==> config.mk <==
export PLATFORM = sky130hd
export DESIGN_NAME = wb_port_arbiter_flat
export DESIGN_NICKNAME = d
export VERILOG_FILES = /design/src/rtl/wb_port_arbiter_if.sv /design/src/rtl/wb_port_arbiter.sv /design/src/flat_wrapper.sv
export SDC_FILE = /design/constraint.sdc
export NUM_CORES = 1
export LEC_CHECK = 0
export BUFFER_PORTS_ARGS = -buffer_cell sky130_fd_sc_hd__buf_2
export CORE_MARGIN = 1.5
export CORE_UTILIZATION = 60
export CTS_CLUSTER_DIAMETER = 40
export DETAILED_ROUTE_END_ITERATION = 6
export GPL_ROUTABILITY_DRIVEN = 1
export PLACE_DENSITY = 0.95
export REMOVE_ABC_BUFFERS = 1
export SETUP_SLACK_MARGIN = 0.15
export SKIP_CTS_REPAIR_TIMING = 1
export SLEW_MARGIN = 20
export SYNTH_ARGS = -nofsm -noshare
export SYNTH_HDL_FRONTEND = slang
export SYNTH_SLANG_ARGS = --single-unit
export TNS_END_PERCENT = 100
==> constraint.sdc <==
create_clock -name CLOCK -period 5.25 [get_ports CLOCK]
set_clock_uncertainty 0.1 [all_clocks]
set_input_delay 1.05 -clock CLOCK [delete_from_list [all_inputs] [get_ports CLOCK]]
set_output_delay 1.05 -clock CLOCK [all_outputs]
set_load 0.02 [all_outputs]
==> src/rtl/wb_port_arbiter_if.sv <==
// Bus bundle for the register-file write-port arbiter: writeback-stage write,
// multi-cycle result stream, registered register-file write and scoreboard query.
interface wb_port_arbiter_if #(
  parameter int DW    = 32,
  parameter int AW    = 5,
  parameter int DEPTH = 4
);
  localparam int CW = $clog2(DEPTH + 1);

  logic          P_RW;
  logic [AW-1:0] P_DA;
  logic [DW-1:0] P_D;
  logic          M_VALID;
  logic [AW-1:0] M_DA;
  logic [DW-1:0] M_D;
  logic          M_READY;
  logic          RF_WE;
  logic [AW-1:0] RF_DA;
  logic [DW-1:0] RF_D;
  logic          STALL;
  logic [AW-1:0] Q_DA;
  logic          Q_HIT;
  logic [CW-1:0] Q_COUNT;

  modport slave (
    input  P_RW, P_DA, P_D, M_VALID, M_DA, M_D, Q_DA,
    output M_READY, RF_WE, RF_DA, RF_D, STALL, Q_HIT, Q_COUNT
  );

  modport master (
    output P_RW, P_DA, P_D, M_VALID, M_DA, M_D, Q_DA,
    input  M_READY, RF_WE, RF_DA, RF_D, STALL, Q_HIT, Q_COUNT
  );
endinterface

==> src/rtl/wb_port_arbiter.sv <==
// Shares the register-file write port between the writeback stage (priority) and a
// FIFO of multi-cycle results, with a starvation guard that stalls to force a drain.
module wb_port_arbiter #(
  parameter int DW           = 32,
  parameter int AW           = 5,
  parameter int DEPTH        = 4,
  parameter int STARVE_LIMIT = 3
) (
  input  logic            CLOCK,
  input  logic            RESET,
  wb_port_arbiter_if.slave bus
);
  localparam int CW = $clog2(DEPTH + 1);
  localparam int PW = $clog2(DEPTH);
  localparam int WW = $clog2(STARVE_LIMIT + 1);
  localparam logic [CW-1:0] DEPTH_C = CW'(DEPTH);
  localparam logic [WW-1:0] LIMIT_C = WW'(STARVE_LIMIT);

  typedef enum logic [1:0] {
    S_IDLE  = 2'd0,
    S_PEND  = 2'd1,
    S_FORCE = 2'd2
  } state_t;

  state_t        state_q, state_d;
  logic [CW-1:0] count_q, count_d;
  logic [PW-1:0] wr_ptr_q, wr_ptr_d;
  logic [PW-1:0] rd_ptr_q, rd_ptr_d;
  logic [WW-1:0] wait_q, wait_d;
  logic [AW-1:0] fifo_da_q [DEPTH];
  logic [AW-1:0] fifo_da_d [DEPTH];
  logic [DW-1:0] fifo_d_q  [DEPTH];
  logic [DW-1:0] fifo_d_d  [DEPTH];
  logic          rf_we_q, rf_we_d;
  logic [AW-1:0] rf_da_q, rf_da_d;
  logic [DW-1:0] rf_d_q, rf_d_d;

  logic          m_ready_s;
  logic          push_s;
  logic          pop_s;
  logic          p_req_s;
  logic          fifo_ne_s;
  logic          grant_s;
  logic [AW-1:0] gnt_da_s;
  logic [DW-1:0] gnt_d_s;
  logic          q_hit_s;

  // Handshake qualifiers; ready depends only on the registered count.
  always_comb begin
    m_ready_s = RESET && (count_q < DEPTH_C);
    push_s    = bus.M_VALID && m_ready_s && (bus.M_DA != {AW{1'b0}});
    p_req_s   = bus.P_RW && (bus.P_DA != {AW{1'b0}});
    fifo_ne_s = (count_q != {CW{1'b0}});
  end

  // Grant selection, starvation counter and next state.
  always_comb begin
    pop_s    = 1'b0;
    grant_s  = 1'b0;
    gnt_da_s = bus.P_DA;
    gnt_d_s  = bus.P_D;
    wait_d   = wait_q;
    case (state_q)
      S_FORCE: begin
        pop_s    = 1'b1;
        grant_s  = 1'b1;
        gnt_da_s = fifo_da_q[rd_ptr_q];
        gnt_d_s  = fifo_d_q[rd_ptr_q];
        wait_d   = {WW{1'b0}};
      end
      S_IDLE, S_PEND: begin
        if (p_req_s) begin
          grant_s = 1'b1;
          if (fifo_ne_s) begin
            wait_d = wait_q + WW'(1'b1);
          end else begin
            wait_d = {WW{1'b0}};
          end
        end else if (fifo_ne_s) begin
          pop_s    = 1'b1;
          grant_s  = 1'b1;
          gnt_da_s = fifo_da_q[rd_ptr_q];
          gnt_d_s  = fifo_d_q[rd_ptr_q];
          wait_d   = {WW{1'b0}};
        end else begin
          wait_d = {WW{1'b0}};
        end
      end
      default: begin
        wait_d = {WW{1'b0}};
      end
    endcase

    case ({push_s, pop_s})
      2'b10:   count_d = count_q + CW'(1'b1);
      2'b01:   count_d = count_q - CW'(1'b1);
      default: count_d = count_q;
    endcase

    // A denial only counts toward starvation while the FIFO holds something.
    if ((state_q != S_FORCE) && p_req_s && fifo_ne_s && (wait_d == LIMIT_C)) begin
      state_d = S_FORCE;
    end else if (count_d != {CW{1'b0}}) begin
      state_d = S_PEND;
    end else begin
      state_d = S_IDLE;
    end
  end

  // FIFO storage, pointers and the registered write-port request.
  always_comb begin
    fifo_da_d = fifo_da_q;
    fifo_d_d  = fifo_d_q;
    wr_ptr_d  = wr_ptr_q;
    rd_ptr_d  = rd_ptr_q;
    if (push_s) begin
      fifo_da_d[wr_ptr_q] = bus.M_DA;
      fifo_d_d[wr_ptr_q]  = bus.M_D;
      wr_ptr_d            = wr_ptr_q + PW'(1'b1);
    end else begin
      wr_ptr_d = wr_ptr_q;
    end
    if (pop_s) begin
      rd_ptr_d = rd_ptr_q + PW'(1'b1);
    end else begin
      rd_ptr_d = rd_ptr_q;
    end
    rf_we_d = grant_s;
    if (grant_s) begin
      rf_da_d = gnt_da_s;
      rf_d_d  = gnt_d_s;
    end else begin
      rf_da_d = rf_da_q;
      rf_d_d  = rf_d_q;
    end
  end

  // Scoreboard query over the currently valid entries (same-cycle push excluded).
  always_comb begin
    logic [PW-1:0] idx;
    q_hit_s = 1'b0;
    idx     = rd_ptr_q;
    for (int k = 0; k < DEPTH; k++) begin
      idx = rd_ptr_q + PW'(k);
      if ((CW'(k) < count_q) && (fifo_da_q[idx] == bus.Q_DA)) begin
        q_hit_s = 1'b1;
      end else begin
        q_hit_s = q_hit_s;
      end
    end
    if (bus.Q_DA == {AW{1'b0}}) begin
      q_hit_s = 1'b0;
    end else begin
      q_hit_s = q_hit_s;
    end
  end

  // State and datapath registers; reset flushes queued entries without writing them.
  always_ff @(posedge CLOCK or negedge RESET) begin
    if (!RESET) begin
      state_q  <= S_IDLE;
      count_q  <= {CW{1'b0}};
      wr_ptr_q <= {PW{1'b0}};
      rd_ptr_q <= {PW{1'b0}};
      wait_q   <= {WW{1'b0}};
      rf_we_q  <= 1'b0;
      rf_da_q  <= {AW{1'b0}};
      rf_d_q   <= {DW{1'b0}};
      for (int i = 0; i < DEPTH; i++) begin
        fifo_da_q[i] <= {AW{1'b0}};
        fifo_d_q[i]  <= {DW{1'b0}};
      end
    end else begin
      state_q   <= state_d;
      count_q   <= count_d;
      wr_ptr_q  <= wr_ptr_d;
      rd_ptr_q  <= rd_ptr_d;
      wait_q    <= wait_d;
      rf_we_q   <= rf_we_d;
      rf_da_q   <= rf_da_d;
      rf_d_q    <= rf_d_d;
      fifo_da_q <= fifo_da_d;
      fifo_d_q  <= fifo_d_d;
    end
  end

  assign bus.M_READY = m_ready_s;
  assign bus.RF_WE   = rf_we_q;
  assign bus.RF_DA   = rf_da_q;
  assign bus.RF_D    = rf_d_q;
  assign bus.STALL   = (state_q == S_FORCE);
  assign bus.Q_HIT   = q_hit_s;
  assign bus.Q_COUNT = count_q;

endmodule

==> src/flat_wrapper.sv <==
// flat-port wrapper written by rule: the top's interface ports become plain ports
module wb_port_arbiter_flat 
#(
  parameter int DW           = 32,
  parameter int AW           = 5,
  parameter int DEPTH        = 4,
  parameter int STARVE_LIMIT = 3
)
  (CLOCK, RESET, bus_P_RW, bus_P_DA, bus_P_D, bus_M_VALID, bus_M_DA, bus_M_D, bus_Q_DA, bus_M_READY, bus_RF_WE, bus_RF_DA, bus_RF_D, bus_STALL, bus_Q_HIT, bus_Q_COUNT);
  wb_port_arbiter_if #(.DW(DW), .AW(AW), .DEPTH(DEPTH)) bus_i ();
  input  logic CLOCK;
  input  logic RESET;
  input wire logic [$bits(bus_i.P_RW)-1:0] bus_P_RW;
  input wire logic [$bits(bus_i.P_DA)-1:0] bus_P_DA;
  input wire logic [$bits(bus_i.P_D)-1:0] bus_P_D;
  input wire logic [$bits(bus_i.M_VALID)-1:0] bus_M_VALID;
  input wire logic [$bits(bus_i.M_DA)-1:0] bus_M_DA;
  input wire logic [$bits(bus_i.M_D)-1:0] bus_M_D;
  input wire logic [$bits(bus_i.Q_DA)-1:0] bus_Q_DA;
  output wire logic [$bits(bus_i.M_READY)-1:0] bus_M_READY;
  output wire logic [$bits(bus_i.RF_WE)-1:0] bus_RF_WE;
  output wire logic [$bits(bus_i.RF_DA)-1:0] bus_RF_DA;
  output wire logic [$bits(bus_i.RF_D)-1:0] bus_RF_D;
  output wire logic [$bits(bus_i.STALL)-1:0] bus_STALL;
  output wire logic [$bits(bus_i.Q_HIT)-1:0] bus_Q_HIT;
  output wire logic [$bits(bus_i.Q_COUNT)-1:0] bus_Q_COUNT;
  assign bus_i.P_RW = bus_P_RW;
  assign bus_i.P_DA = bus_P_DA;
  assign bus_i.P_D = bus_P_D;
  assign bus_i.M_VALID = bus_M_VALID;
  assign bus_i.M_DA = bus_M_DA;
  assign bus_i.M_D = bus_M_D;
  assign bus_i.Q_DA = bus_Q_DA;
  assign bus_M_READY = bus_i.M_READY;
  assign bus_RF_WE = bus_i.RF_WE;
  assign bus_RF_DA = bus_i.RF_DA;
  assign bus_RF_D = bus_i.RF_D;
  assign bus_STALL = bus_i.STALL;
  assign bus_Q_HIT = bus_i.Q_HIT;
  assign bus_Q_COUNT = bus_i.Q_COUNT;
  wb_port_arbiter #(.DW(DW), .AW(AW), .DEPTH(DEPTH), .STARVE_LIMIT(STARVE_LIMIT)) u_core (.CLOCK(CLOCK), .RESET(RESET), .bus(bus_i));
endmodule
==> reports/summary.log, run 1 <==
INFO  outcome        run_status=finished clean
INFO  critical_path  required_arrival_time_at_the_worst_endpoint=4.10ns
INFO  global_routing grt_antenna_before_repair=3
INFO  cts            worst_setup_hold_path_clk_slew=0.07ns
INFO  cts            max-clock-path-buffers=2
INFO  sta            min_period_over_period=78.9%
INFO  worst_hold_path timing.hold.worst_path_depth=1
INFO  critical_path  cp_max_fo=35
INFO  sta            timing.slew.headroom=35.8%
INFO  cells_and_area num-fill-cells=1012
INFO  sta            final_count_of_hold_timing_violations=0
INFO  synthesis      synth_area=9290µm²
INFO  floorplan      floorplan.core_area=15100µm²
INFO  sta            worst_tran_pin_value=0.964ns
INFO  cells_and_area fin_area=10600µm²
INFO  route          finalWirelength=18.9mm
INFO  synthesis      synth-edff-count=0
INFO  sta            layout_min_cycle_time=4.14ns
INFO  worst_hold_path min_delay_worst_endpoint=u_core.wait_q[0]$_DFF_PN0_
INFO  place          gp_congestion=0.877
INFO  route          via_count=5794
INFO  cts            tritoncts.num_buffers=17
INFO  floorplan      die_area=16200µm²
INFO  floorplan      io-pin-count=127
INFO  synthesis      synth.area.top_cells=sky130_fd_sc_hd__dfrtp_1 (53%), sky130_fd_sc_hd__mux2_2 (17%), sky130_fd_sc_hd__mux4_2 (8.0%), sky130_fd_sc_hd__mux2i_1 (5.9%), sky130_fd_sc_hd__xnor2_1 (2.0%)
INFO  global_routing leftover_overflow_at_the_end_of_global_routing=0
INFO  cells_and_area finalNetCount=871
INFO  route          via_per_inst=5.92
INFO  global_routing grt.total_usage=24.5%
INFO  route          routedWlPerCell=19.3µm
INFO  floorplan      rows=45
INFO  cts            cts_num_sinks=197
INFO  critical_path  reg2reg_setup_slack=2.23ns
INFO  global_routing via_count_of_the_first_global_routing_pass=5979
INFO  synthesis      async_flop_share=100%
INFO  place          detailed_place_hpwl=12.1mm
INFO  sta            unrepaired_setup_endpoints_after_global_routing=false
INFO  floorplan      die_width=127µm
INFO  critical_path  r2r.worst_path.cells=11
INFO  synthesis      syn-instance-count=666
INFO  synthesis      main_flop_type_after_synthesis=sky130_fd_sc_hd__dfrtp_1
INFO  route          post-route-drc-count=0
INFO  route          antenna_violating_nets_remaining=0
INFO  synthesis      yosys_register_bits=197
INFO  route          dr.pass1.iters=4
INFO  cts            h-tree-depth=4
INFO  sta            setup_tns=0ns
INFO  worst_hold_path hold_path.startpoint=u_core.wait_q[0]$_DFF_PN0_
INFO  power          power_leakage=4.96nW
INFO  synthesis      synth_common_cells=sky130_fd_sc_hd__dfrtp_1 (197), sky130_fd_sc_hd__mux2_2 (141), sky130_fd_sc_hd__mux2i_1 (55)
INFO  cts            cts_root_buf=sky130_fd_sc_hd__clkbuf_16
INFO  sta            finalSetupViolations=0
INFO  synthesis      synth.avg_cell_area=13.9µm²
INFO  synthesis      yosys.cell_types.count=39
INFO  cts            tritoncts_clock_tree=built
INFO  synthesis      yosysSeqAreaShare=53.1%
INFO  sta            timing.fmax=241MHz
INFO  critical_path  worst_path_largest_cell_delay=1.00ns
INFO  floorplan      initial_util=61.3%
INFO  power          worst_supply_voltage_drop_on_vdd=0.000407V
INFO  critical_path  r2r_end=u_core.state_q[0]$_DFF_PN0_
INFO  place          numPortBuffers=126
INFO  synthesis      yosys_warnings=0
INFO  run            timing.max_cap.violations=0
INFO  critical_path  path_delay_family=flip-flops
INFO  critical_path  critPathKind=register to output port
INFO  cells_and_area final_core_utilization=70.3%
INFO  global_routing grt_start_max_net_pins=71
INFO  sta            max_slew_violation_total_from_the_final_report=0
INFO  critical_path  timing.critical_path.from_type=register
INFO  critical_path  cp_num_buf_inv=1
INFO  floorplan      dieHeight=127µm
INFO  synthesis      netlist.top_cell.by_area=sky130_fd_sc_hd__dfrtp_1
INFO  critical_path  endpoint_kind=output port
INFO  cells_and_area drive_gt1_share=44.3%
INFO  cells_and_area area_growth=14.6%
INFO  global_routing grt_pass1_wl=30.4mm
INFO  synthesis      post-synth-top-area-fraction=53.1%
INFO  critical_path  timing.critical_path.arrival=2.99ns
INFO  critical_path  cpMaxStageDelayCell=sky130_fd_sc_hd__dfrtp_2
INFO  synthesis      yosysMostFrequentCell=sky130_fd_sc_hd__dfrtp_1
INFO  worst_hold_path hold_path_class=register to register
INFO  critical_path  crit-reg2reg-launch=u_core.bus.Q_COUNT[0]$_DFF_PN0_
INFO  cts            clk-insertion-delay-late=0.44ns
INFO  place          placed_area=10000µm²
INFO  route          detailedRoute.firstIterationViolations=367
INFO  power          power-per-cell-area=641nW/µm²
INFO  critical_path  timing.critical_path.cells=mux2i_1 > xnor2_1 > nor4_1 > a22oi_1 > o211ai_1 > a311o_2 > buf_2
[metal layers]
metal	track usage (%)	part of all wire, %	vias up
met5	0	0.11	-
met1	31.1	43	2980
met3	5.82	5.0	34
met2	41.3	50	148
met4	9.02	2.0	4
li1	-	-	2628
[worst max path at each step]
stage	slack (ns)	startpoint	cells past startpoint	endpoint
floorplan	0.67	bus_P_DA[1]	7	u_core.bus.RF_DA[0]$_DFFE_PN0P_
global placement	1.66	u_core.rd_ptr_q[1]$_DFFE_PN0P_	7	bus_Q_HIT
detailed placement	1.60	u_core.rd_ptr_q[1]$_DFFE_PN0P_	7	bus_Q_HIT
CTS	1.11	u_core.rd_ptr_q[1]$_DFFE_PN0P_	7	bus_Q_HIT
global route	0.99	u_core.rd_ptr_q[1]$_DFFE_PN0P_	7	bus_Q_HIT
finish	1.11	u_core.rd_ptr_q[1]$_DFFE_PN0P_	7	bus_Q_HIT
[power breakdown]
| part | internal [W] | switching (W) | total [W] |
|---|---|---|---|
| Sequential | 0.00227 | 0.000495 | 0.00277 |
| Clock | 0.000785 | 0.000567 | 0.00135 |
| Combinational | 0.00142 | 0.00128 | 0.00270 |
| Total | 0.00448 | 0.00234 | 0.00682 |
[cell families after synthesis]
kind of cell,Yosys count,share of synthesized area (%)
AOI/OAI and AO/OA,67,4.30
xor gates and xnor gates,26,2.45
adders and majority gates,11,1.48
buffers and inverters,52,2.76
DFF,197,53.1
muxes,236,31.9
and+or+nand+nor,77,4.08
[registers in the layout, indices dropped and copies added (netlist names)]
register	flops
u_core.bus.Q_COUNT	3
u_core.bus.RF_D	32
u_core.wait_q	2
u_core.state_q	2
u_core.fifo_d_q	128
u_core.fifo_da_q	20
u_core.bus.RF_DA	5
u_core.bus.RF_WE	1
u_core.rd_ptr_q	2
u_core.wr_ptr_q	2
[layout make-up]
type	instances	area [µm²]	area share [%]
flip-flops and latches	197	4930	46.3
multi-input cells	417	4120	38.7
well taps	188	235	2.21
inverters	12	45.0	0.423
repair buffers	132	684	6.43
clock buffers	24	512	4.81
clock inverters	8	113	1.06
diodes	1	2.50	0.0235
[cells in the final DEF (no fill, tap or decap), types with 3 or more instances in the layout]
master	count
sky130_fd_sc_hd__a211oi_1	5
sky130_fd_sc_hd__a21oi_1	15
sky130_fd_sc_hd__and2_1	5
sky130_fd_sc_hd__buf_2	125
sky130_fd_sc_hd__buf_4	6
sky130_fd_sc_hd__clkbuf_16	17
sky130_fd_sc_hd__clkbuf_8	7
sky130_fd_sc_hd__dfrtp_1	195
sky130_fd_sc_hd__ha_1	11
sky130_fd_sc_hd__inv_1	12
sky130_fd_sc_hd__mux2_1	7
sky130_fd_sc_hd__mux2_2	141
sky130_fd_sc_hd__mux2i_1	55
sky130_fd_sc_hd__mux4_2	33
sky130_fd_sc_hd__nand2_1	39
sky130_fd_sc_hd__nand2_4	4
sky130_fd_sc_hd__nand3_1	5
sky130_fd_sc_hd__nor2_1	8
sky130_fd_sc_hd__nor2b_1	4
sky130_fd_sc_hd__nor3_1	3
sky130_fd_sc_hd__nor4_1	4
sky130_fd_sc_hd__o21ai_0	36
sky130_fd_sc_hd__xnor2_1	21
sky130_fd_sc_hd__xor2_1	5
[per-stage QoR]
stage | cells | worst slack (ns) | total power (W) | hold slack (ns)
final | 979 | 1.11 | 0.00682 | 0.373
after global routing | 978 | 0.985 | 0.00721 | 0.386
after CTS | 978 | 1.11 | 0.00686 | 0.372
after detailed placement | 946 | 1.60 | 0.00548 | 0.363
after global placement | 946 | 1.66 | 0.00532 | 0.353
after floorplan | 626 | 0.667 | 0.00473 | 0.345
No activity file was read; power rests on OpenSTA's default activity.
==> run 2: changes to the inputs <==
- CORE_UTILIZATION: 60 -> 52
- PLACE_DENSITY: 0.95 -> 0.88
- clock period: 5.25 -> 3.7 ns (I/O delays scaled with it)
==> run 2 against run 1 <==
Combinational power is 49% higher. Power grew 41%. Highest routed layer unchanged. Clock power up 34%. Die area up 15%. Non-clock buffer count up 11. Critical endpoint unchanged. Setup slack got worse by 0.80 ns. Cell count increased by 4.9%. Utilization is 8.3 points lower. Clock-buffer cell count is 7 lower.
==> reports/summary.log, run 2 (synthesis gave the netlist of run 1 again) <==
INFO  route          via_count=5685 [was 5794]
INFO  place          numPortBuffers=126 [unchanged]
INFO  sta            finalSetupViolations=0 [unchanged]
INFO  global_routing via_count_of_the_first_global_routing_pass=5847 [was 5979]
INFO  cts            worst_setup_hold_path_clk_slew=0.07ns [about the same]
INFO  route          finalWirelength=18.8mm [was 18.9 mm]
INFO  cells_and_area num-fill-cells=1306 [was 1012]
INFO  cts            tritoncts.num_buffers=17 [unchanged]
INFO  cells_and_area mostFrequentLayoutCell=sky130_fd_sc_hd__dfrtp_1 [unchanged]
INFO  power          power-per-cell-area=894nW/µm² [was 641 nW/µm²]
INFO  cells_and_area drive_gt1_share=45.3% [was 44.3%]
INFO  cts            cts_num_sinks=197 [unchanged]
INFO  cells_and_area max_flop_register=u_core.fifo_d_q [unchanged]
INFO  sta            layout_min_cycle_time=3.39ns
INFO  route          via_per_inst=5.54 [was 5.92]
INFO  global_routing grt_pass1_wl=29.9mm [was 30.4 mm]
INFO  cells_and_area ff_latch_area=4930µm² [about the same]
INFO  cells_and_area finalNetCount=882 [was 871]
INFO  outcome        run_status=finished clean [unchanged]
INFO  run            timing.max_cap.violations=0 [unchanged]
INFO  sta            worst_tran_pin_value=0.806ns [was 0.964 ns]
INFO  cts            max-clock-path-buffers=2 [unchanged]
INFO  floorplan      die_area=18700µm² [was 16200 µm²]
INFO  place          detailed_place_hpwl=12.1mm [about the same]
INFO  critical_path  timing.critical_path.from_type=register [unchanged]
INFO  sta            timing.fmax=295MHz
INFO  power          net_switching_power=0.00335W [was 0.00234 W]
INFO  power          p_int=0.00627W [was 0.00448 W]
INFO  route          routedWlPerCell=18.3µm [was 19.3 µm]
INFO  global_routing grt.total_usage=21.0% [was 24.5%]
INFO  critical_path  endpoint_kind=output port [unchanged]
INFO  cells_and_area largest_register_ff_count=128 [unchanged]
INFO  sta            timing.slew.headroom=46.2% [was 35.8%]
INFO  cells_and_area multi_input_gate_area=4130µm² [was 4120 µm²]
INFO  place          gp_congestion=0.856 [was 0.877]
INFO  power          fraction_of_power_spent_switching_nets=34.8% [was 34.3%]
INFO  cts            tritoncts_clock_tree=built [unchanged]
INFO  sta            max_slew_violation_total_from_the_final_report=0 [unchanged]
INFO  floorplan      floorplan.core_area=17400µm² [was 15100 µm²]
INFO  global_routing grt_start_max_net_pins=140 [was 71]
INFO  floorplan      rows=48 [was 45]
INFO  power          worst_supply_voltage_drop_on_vdd=0.000413V [was 0.000407 V]
INFO  critical_path  cp_max_fo=7 [was 35]
INFO  cts            clk-insertion-delay-late=0.43ns [was 0.44 ns]
INFO  cells_and_area final_core_utilization=62.0% [was 70.3%]
INFO  critical_path  timing.critical_path.arrival=2.55ns [was 2.99 ns]
INFO  cts            cts_root_buf=sky130_fd_sc_hd__clkbuf_16 [unchanged]
INFO  global_routing leftover_overflow_at_the_end_of_global_routing=0 [unchanged]
INFO  cts            h-tree-depth=4 [unchanged]
INFO  power          p_comb_share=41.7% [was 39.6%]
INFO  floorplan      initial_util=53.5% [was 61.3%]
INFO  worst_hold_path hold_path_class=primary input to async pin [was register to register]
INFO  floorplan      dieHeight=137µm [was 127 µm]
INFO  sta            final_count_of_hold_timing_violations=0 [unchanged]
INFO  power          power_leakage=5.00nW [was 4.96 nW]
INFO  cells_and_area fin_area=10800µm² [was 10600 µm²]
INFO  floorplan      die_width=137µm [was 127 µm]
INFO  sta            unrepaired_setup_endpoints_after_global_routing=false [unchanged]
INFO  cells_and_area final_cell_mix=sky130_fd_sc_hd__dfrtp_1 (195), sky130_fd_sc_hd__mux2_2 (141), sky130_fd_sc_hd__buf_2 (125), sky130_fd_sc_hd__mux2i_1 (55), sky130_fd_sc_hd__nand2_1 (39) [unchanged]
INFO  place          placed_area=10100µm² [was 10000 µm²]
INFO  critical_path  critPathKind=register to output port [unchanged]
INFO  sta            min_period_over_period=91.6%
INFO  route          post-route-drc-count=0 [unchanged]
INFO  power          p_clk_share=18.8% [was 19.8%]
INFO  route          detailedRoute.firstIterationViolations=281 [was 367]
INFO  cells_and_area area_growth=15.8% [was 14.6%]
INFO  global_routing grt_antenna_before_repair=2 [was 3]
INFO  route          dr.pass1.iters=4 [unchanged]
INFO  route          antenna_violating_nets_remaining=0 [unchanged]
INFO  critical_path  required_arrival_time_at_the_worst_endpoint=2.86ns [was 4.10 ns]
INFO  power          pwr-share-seq=39.5% [was 40.6%]
INFO  floorplan      io-pin-count=127 [unchanged]
## run 2: per-layer routing
| layer | track usage [%] | up-vias | routed length [µm] |
|---|---|---|---|
| met4 | 5.91 | 2 | 227 |
| met1 | 27.4 | 2879 | 8280 |
| met3 | 5.22 | 18 | 947 |
| met5 | 0 | - | 13 |
| li1 | - | 2656 | - |
| met2 | 35.0 | 130 | 9320 |
## run 2: final timing paths
path | from | to | slack [ns] | cells past startpoint
worst max-delay path | u_core.rd_ptr_q[1]$_DFFE_PN0P_ | bus_Q_HIT | 0.31 | 8
worst min-delay path | RESET | u_core.state_q[1]$_DFF_PN0_ | 0.34 | 2
worst max register to register | u_core.bus.Q_COUNT[0]$_DFF_PN0_ | u_core.state_q[0]$_DFF_PN0_ | 0.54 | 11
worst min register to register | u_core.bus.RF_D[10]$_DFFE_PN0P_ | u_core.bus.RF_D[10]$_DFFE_PN0P_ | 0.37 | 2
max in group asynchronous | RESET | u_core.rd_ptr_q[1]$_DFFE_PN0P_ | 1.86 | 3
min in group CLOCK | u_core.bus.RF_D[10]$_DFFE_PN0P_ | u_core.bus.RF_D[10]$_DFFE_PN0P_ | 0.37 | 2
## run 2: metrics by stage
step / hold slack (ns) / TNS [ns] / power [W] / worst slack [ns] / cells
floorplan: 0.344 / -8.70 / 0.00671 / -0.573 / 626
CTS: 0.372 / 0 / 0.00961 / 0.0360 / 1018
detailed placement: 0.365 / 0 / 0.00778 / 0.530 / 986
finish: 0.342 / 0 / 0.00962 / 0.311 / 1027
global route: 0.410 / 0 / 0.0102 / 0.151 / 1026
global placement: 0.356 / 0 / 0.00759 / 0.606 / 986
## run 2: critical path: stages, from the launching register on
cell and delay (ns):
sky130_fd_sc_hd__dfrtp_4 0.55, sky130_fd_sc_hd__buf_12 0.16, sky130_fd_sc_hd__mux2i_1 0.25, sky130_fd_sc_hd__xnor2_1 0.14, sky130_fd_sc_hd__nor4_2 0.34, sky130_fd_sc_hd__a22oi_1 0.11, sky130_fd_sc_hd__o211ai_1 0.19, sky130_fd_sc_hd__a311o_2 0.19
sky130_fd_sc_hd__buf_2 0.17
## run 2: area by class of cell
cell class,instances,area share (%)
Inverter,12,0.419
Sequential cell,197,45.9
Antenna cell,1,0.0233
Multi-Input combinational cell,417,38.3
Clock buffer,17,3.95
Timing Repair Buffer,143,7.40
Tap cell,225,2.62
Clock inverter,15,1.37
## run 2: power by group through the flow
| stage | sequential, W | clock [W] | combinational (W) |
|---|---|---|---|
| final | 0.00380 | 0.00181 | 0.00401 |
| after detailed placement | 0.00389 | 0 | 0.00389 |
| after global placement | 0.00383 | 0 | 0.00377 |
| after CTS | 0.00386 | 0.00185 | 0.00390 |
| after floorplan | 0.00411 | 0 | 0.00261 |
| after global routing | 0.00394 | 0.00192 | 0.00436 |
